**src/rtl/param_bank.sv**
```systemverilog
// Double-buffered parameter register bank.
// Bytes from the UART input assembler land in a shadow bank. A packet whose
// every byte has been written is copied to the active bank on the next frame
// start, so downstream consumers never see a partially updated parameter set.
// Sticky error flags report out-of-range writes, inputs arriving while a
// packet is pending, and packets closed before every byte was written.
module param_bank #(
    parameter int NUM_WORDS  = 27,
    parameter int WORD_BYTES = 2,
    parameter int IDX_W      = 6
) (
    input  logic                              clk,
    input  logic                              rst_n,
    input  logic                              wr_en,
    input  logic [IDX_W-1:0]                  wr_idx,
    input  logic [7:0]                        wr_data,
    input  logic                              pkt_done,
    input  logic                              frame_start,
    output logic [NUM_WORDS*WORD_BYTES*8-1:0] active_flat,
    output logic                              pending,
    output logic                              commit,
    output logic                              err_range,
    output logic                              err_busy,
    output logic                              err_incomp
);

    localparam int NB = NUM_WORDS * WORD_BYTES;
    localparam int BW = NB * 8;
    localparam logic [IDX_W:0] NB_L = (IDX_W + 1)'(NB);

    // The byte index must be able to address every byte of the bank.
    generate
        if (NB > (1 << IDX_W)) begin : g_idx_too_narrow
            $error("param_bank: NUM_WORDS*WORD_BYTES exceeds 2**IDX_W");
        end
    endgenerate

    typedef enum logic [0:0] {
        ST_COLLECT = 1'b0,
        ST_PENDING = 1'b1
    } state_t;

    state_t          state_r;
    state_t          state_next_s;
    logic [BW-1:0]   shadow_r;
    logic [BW-1:0]   active_r;
    logic [NB-1:0]   mask_r;
    logic            pending_r;
    logic            commit_r;
    logic            err_range_r;
    logic            err_busy_r;
    logic            err_incomp_r;

    logic            idx_in_range_s;
    logic            mask_full_s;
    logic            wr_ok_s;
    logic            range_hit_s;
    logic            busy_hit_s;
    logic            incomp_hit_s;
    logic            commit_s;

    assign idx_in_range_s = ({1'b0, wr_idx} < NB_L);
    assign mask_full_s    = &mask_r;

    // Next-state and per-cycle event decode; completeness is judged on the
    // mask as registered, so a byte written in the pkt_done cycle does not count.
    always_comb begin
        state_next_s = state_r;
        wr_ok_s      = 1'b0;
        range_hit_s  = 1'b0;
        busy_hit_s   = 1'b0;
        incomp_hit_s = 1'b0;
        commit_s     = 1'b0;
        case (state_r)
            ST_COLLECT: begin
                if (wr_en) begin
                    if (idx_in_range_s) begin
                        wr_ok_s = 1'b1;
                    end else begin
                        range_hit_s = 1'b1;
                    end
                end else begin
                    wr_ok_s = 1'b0;
                end
                if (pkt_done) begin
                    if (mask_full_s) begin
                        state_next_s = ST_PENDING;
                    end else begin
                        incomp_hit_s = 1'b1;
                    end
                end else begin
                    incomp_hit_s = 1'b0;
                end
            end
            ST_PENDING: begin
                if (wr_en || pkt_done) begin
                    busy_hit_s = 1'b1;
                end else begin
                    busy_hit_s = 1'b0;
                end
                if (frame_start) begin
                    commit_s     = 1'b1;
                    state_next_s = ST_COLLECT;
                end else begin
                    commit_s = 1'b0;
                end
            end
            default: begin
                state_next_s = ST_COLLECT;
            end
        endcase
    end

    // State, banks, coverage mask and flags; a busy set in the commit cycle wins over the clear.
    always_ff @(posedge clk) begin
        if (!rst_n) begin
            state_r      <= ST_COLLECT;
            shadow_r     <= {BW{1'b0}};
            active_r     <= {BW{1'b0}};
            mask_r       <= {NB{1'b0}};
            pending_r    <= 1'b0;
            commit_r     <= 1'b0;
            err_range_r  <= 1'b0;
            err_busy_r   <= 1'b0;
            err_incomp_r <= 1'b0;
        end else begin
            state_r   <= state_next_s;
            pending_r <= (state_next_s == ST_PENDING);
            commit_r  <= commit_s;

            if (commit_s) begin
                active_r <= shadow_r;
                mask_r   <= {NB{1'b0}};
            end else begin
                for (int b = 0; b < NB; b++) begin
                    if (wr_ok_s && (wr_idx == IDX_W'(b))) begin
                        shadow_r[b*8 +: 8] <= wr_data;
                        mask_r[b]          <= 1'b1;
                    end
                end
            end

            if (range_hit_s) begin
                err_range_r <= 1'b1;
            end else if (commit_s) begin
                err_range_r <= 1'b0;
            end

            if (busy_hit_s) begin
                err_busy_r <= 1'b1;
            end else if (commit_s) begin
                err_busy_r <= 1'b0;
            end

            if (incomp_hit_s) begin
                err_incomp_r <= 1'b1;
            end else if (commit_s) begin
                err_incomp_r <= 1'b0;
            end
        end
    end

    assign active_flat = active_r;
    assign pending     = pending_r;
    assign commit      = commit_r;
    assign err_range   = err_range_r;
    assign err_busy    = err_busy_r;
    assign err_incomp  = err_incomp_r;

endmodule

```
**config.mk**
```make
export PLATFORM = sky130hd
export DESIGN_NAME = param_bank
export DESIGN_NICKNAME = d
export VERILOG_FILES = /design/src/rtl/param_bank.sv
export SDC_FILE = /design/constraint.sdc
export NUM_CORES = 1
export LEC_CHECK = 0
export ABC_AREA = 1
export BUFFER_PORTS_ARGS = -buffer_cell sky130_fd_sc_hd__buf_2
export CELL_PAD_IN_SITES_DETAIL_PLACEMENT = 1
export CELL_PAD_IN_SITES_GLOBAL_PLACEMENT = 1
export CORE_MARGIN = 5
export CORE_UTILIZATION = 43
export CTS_CLUSTER_DIAMETER = 30
export DETAILED_ROUTE_END_ITERATION = 8
export PLACE_DENSITY = 0.77
export SYNTH_ARGS = -nofsm -noshare
export SYNTH_HDL_FRONTEND = slang
export SYNTH_SLANG_ARGS = --single-unit
```
**constraint.sdc**
```tcl
create_clock -name clk -period 1.82 [get_ports clk]
set_input_delay 0.273 -clock clk [delete_from_list [all_inputs] [get_ports clk]]
set_output_delay 0.273 -clock clk [all_outputs]
set_load 0.02 [all_outputs]
```
==> results.cfg <==
[critical_path]
crit_buf_inv = 2
slowest_delay_ps = 310
startpoint_type = flop
worstPathMaxFanout = 8
required_ps = 2450
path_delay_family = simple AND/OR/NAND/NOR gates
crit_path_end_kind = flop
cp_data_arrival_time_ps = 2370
worstSetupPathType = reg2reg
path_cells = inv_2 > nand2_4 > nor2_4 > nand2_4 > nor2_4 > buf_6 > o21ai_0 > a21oi_1
cp_slowest_cell = dfxtp_1

[timing]
fin_ws_ps = 81.1
fin_worst_skew_ps = 26.3
fmax_mhz = 575
min_period_ps = 1740
fin_crit_sh_pct = 95.5
relSlewSlack_pct = 33.5
rsz0062_at_grt = true
slew_viol_final = 0
setup_viol = 0
hold_viol = 0
worstMarginPinSlew_ps = 998

[clocking]
clkSlewWorstSetupHoldPaths_ps = 50
numCtsBuffers = 171
clock_path_buffers = 3
worstSkewPairLatency_ps = 730
htreeDepth = 4
cts_tree = done
clock_sinks = 923
clockRootBuffer = clkbuf_16

[pwr]
p_int_mw = 43.0
peakVddDrop_uv = 940
power_frac_comb_pct = 2.2
p_per_area_nw_per_um2 = 1370
p_clk_share_pct = 60.9
p_seq_share_pct = 36.9
switching_power_mw = 12.2
p_sw_share_pct = 22.2
p_leak_nw = 17.9

[final_layout]
syn_to_final_growth_pct = 35.2
nNetsFinal = 3703
drive_above_1_share_pct = 25.4
final_cells = 4764

[logic_synthesis]
ys_seq_area_share_pct = 62.0
synth_top_area_cell = dfxtp_1
ys_top_cells_by_count = dfxtp_1, nor2_1, o21ai_0, a22o_1, a21oi_1
yosys_warnings = 0
yosys.cell_count.top_type = dfxtp_1
ys_types = 25
synth_edf_count = 0
synth-async-reset-ratio_pct = 0
syn_inst = 3126
syn_avg_cell_area_sq_um = 9.53
netlist_top_cells_area = dfxtp_1, a22o_1, o21ai_0
synth_flop_cell = dfxtp_1
ys_seq_elements = 923
syn_area_sq_um = 29800
mappedNetlistNets = 3145
synth_top_area_share_pct = 62.0

[grt]
grt_pass1_wl_microns = 169000
use_met3_pct = 5.76
grt_pass1_vias = 28300
grt_max_degree = 222
grtUsageTotal_pct = 28.6
top_usage_layer = met2
gr-usage-met2_pct = 49.3
grt_remaining_overflow = 0
use_met1_pct = 34.4
grt_antenna_before_repair = 4

[routing]
ant_nets = 0
drt_iter0_markers = 2048
avgRoutedWirePerCell_microns = 23.6
drt-pass1-iter-count = 6
via_per_inst = 5.55
vias = 26400
finalWirelength_microns = 113000
drc = 0

[job]
drv_cap = 0

[die]
dieHeight_microns = 273
die_x_microns = 273
start_util_pct = 43.4
rows = 96
dieArea_sq_um = 74600
core_sq_um = 68700
io-pin-count = 456

[place]
dp.cells = 4415
place_ws_ps = -147
gp_congestion = 0.850
dp_hpwl_microns = 68200
port_buffers = 455

[min_path]
hp-class = in2reg

[outcome]
outcome = completed
logic make-up after synthesis:
| family | after synthesis | synth area share (%) |
|---|---|---|
| buffers and inverters | 365 | 4.84 |
| AO/OA/AOI/OAI | 1093 | 22.9 |
| flip-flops | 923 | 62.0 |
| AND/OR/NAND/NOR | 745 | 10.2 |
metrics by stage:
step	area, sq um	TNS (ps)	power (mW)	util (%)	hold WS (ps)
floorplan	29800	0	21.4	-	421
CTS	40000	0	55.4	58.2	0.573
detailed placement	33800	-10660	21.9	49.1	441
global placement	33800	-864	21.9	49.1	432
global route	40300	-62.0	56.7	58.6	13.8
finish	40300	0	55.2	58.6	29.7
state kept, by name (all words and copies together), names as in the netlist:
| register | cells |
|---|---|
| pending | 1 |
| err_busy | 1 |
| err_range | 1 |
| shadow_r | 432 |
| commit | 1 |
| mask_r | 54 |
| active_flat | 432 |
| err_incomp | 1 |
cell type report:
class                           instances  area, sq um
Clock buffer                          214         4740
Clock inverter                        107         1450
Fill cell                            7542        28400
Tap cell                              931         1160
Multi-Input combinational cell       1839         9930
Antenna cell                            1         2.50
Timing Repair Buffer                  609         3970
Inverter                              140          533
Sequential cell                       923        18500
power by group through the flow:
stage / Combinational [mW] / Sequential (mW) / Clock [mW]
finish: 1.22 / 20.4 / 33.6
global route: 1.28 / 20.3 / 35.1
CTS: 1.17 / 20.4 / 33.9
detailed placement: 1.15 / 20.8 / 0
global placement: 1.12 / 20.8 / 0
floorplan: 0.598 / 20.8 / 0
worst register-to-register path, cell delays in order (launching register included):
cell and delay (ps):
dfxtp_1 310, inv_2 90, nand2_4 110, nor2_4 260, nand2_4 140, nor2_4 170, buf_6 160, o21ai_0 140
a21oi_1 280
cells in the final DEF (no fill, tap or decap), types with 24 or more instances in the layout:
cell type	Yosys	final
a21oi_1	241	241
a22o_1	357	357
buf_12	0	38
buf_2	38	455
buf_4	6	104
bufinv_16	0	26
clkbuf_16	0	175
clkbuf_8	0	24
clkinv_2	0	25
dfxtp_1	923	923
inv_1	111	110
inv_2	26	25
nand2_1	167	163
nor2_1	527	523
o21ai_0	491	491
worst paths after layout:
| path | from | endpoint | slack (ps) | cells after the start |
|---|---|---|---|---|
| worst min register to register | shadow_r[211]$_SDFFE_PN0P_ | active_flat[211]$_SDFFE_PN0P_ | 430 | 2 |
| worst max-delay path | pending$_SDFF_PN0_ | shadow_r[16]$_SDFFE_PN0P_ | 80 | 8 |
| worst max register to register | pending$_SDFF_PN0_ | shadow_r[16]$_SDFFE_PN0P_ | 80 | 8 |
| worst min-delay path | wr_data[6] | shadow_r[38]$_SDFFE_PN0P_ | 30 | 3 |
metal layers:
metal  part of all wire (%)  up-vias
met4                    4.2        4
met2                     50     1028
li1                       -    11900
met5                  0.028        -
met1                     40    13200
met3                    6.0      289
timing repair:
item,4_1_cts,5_1_grt
buffers inserted,0,19
cloned,0,3
hold endpoints to repair,7,0
endpoints found under the setup margin,23,133
gates resized for setup,6,14
hold buffers,5,0
pin swaps,0,7
Power figures use the tool's default switching activity.
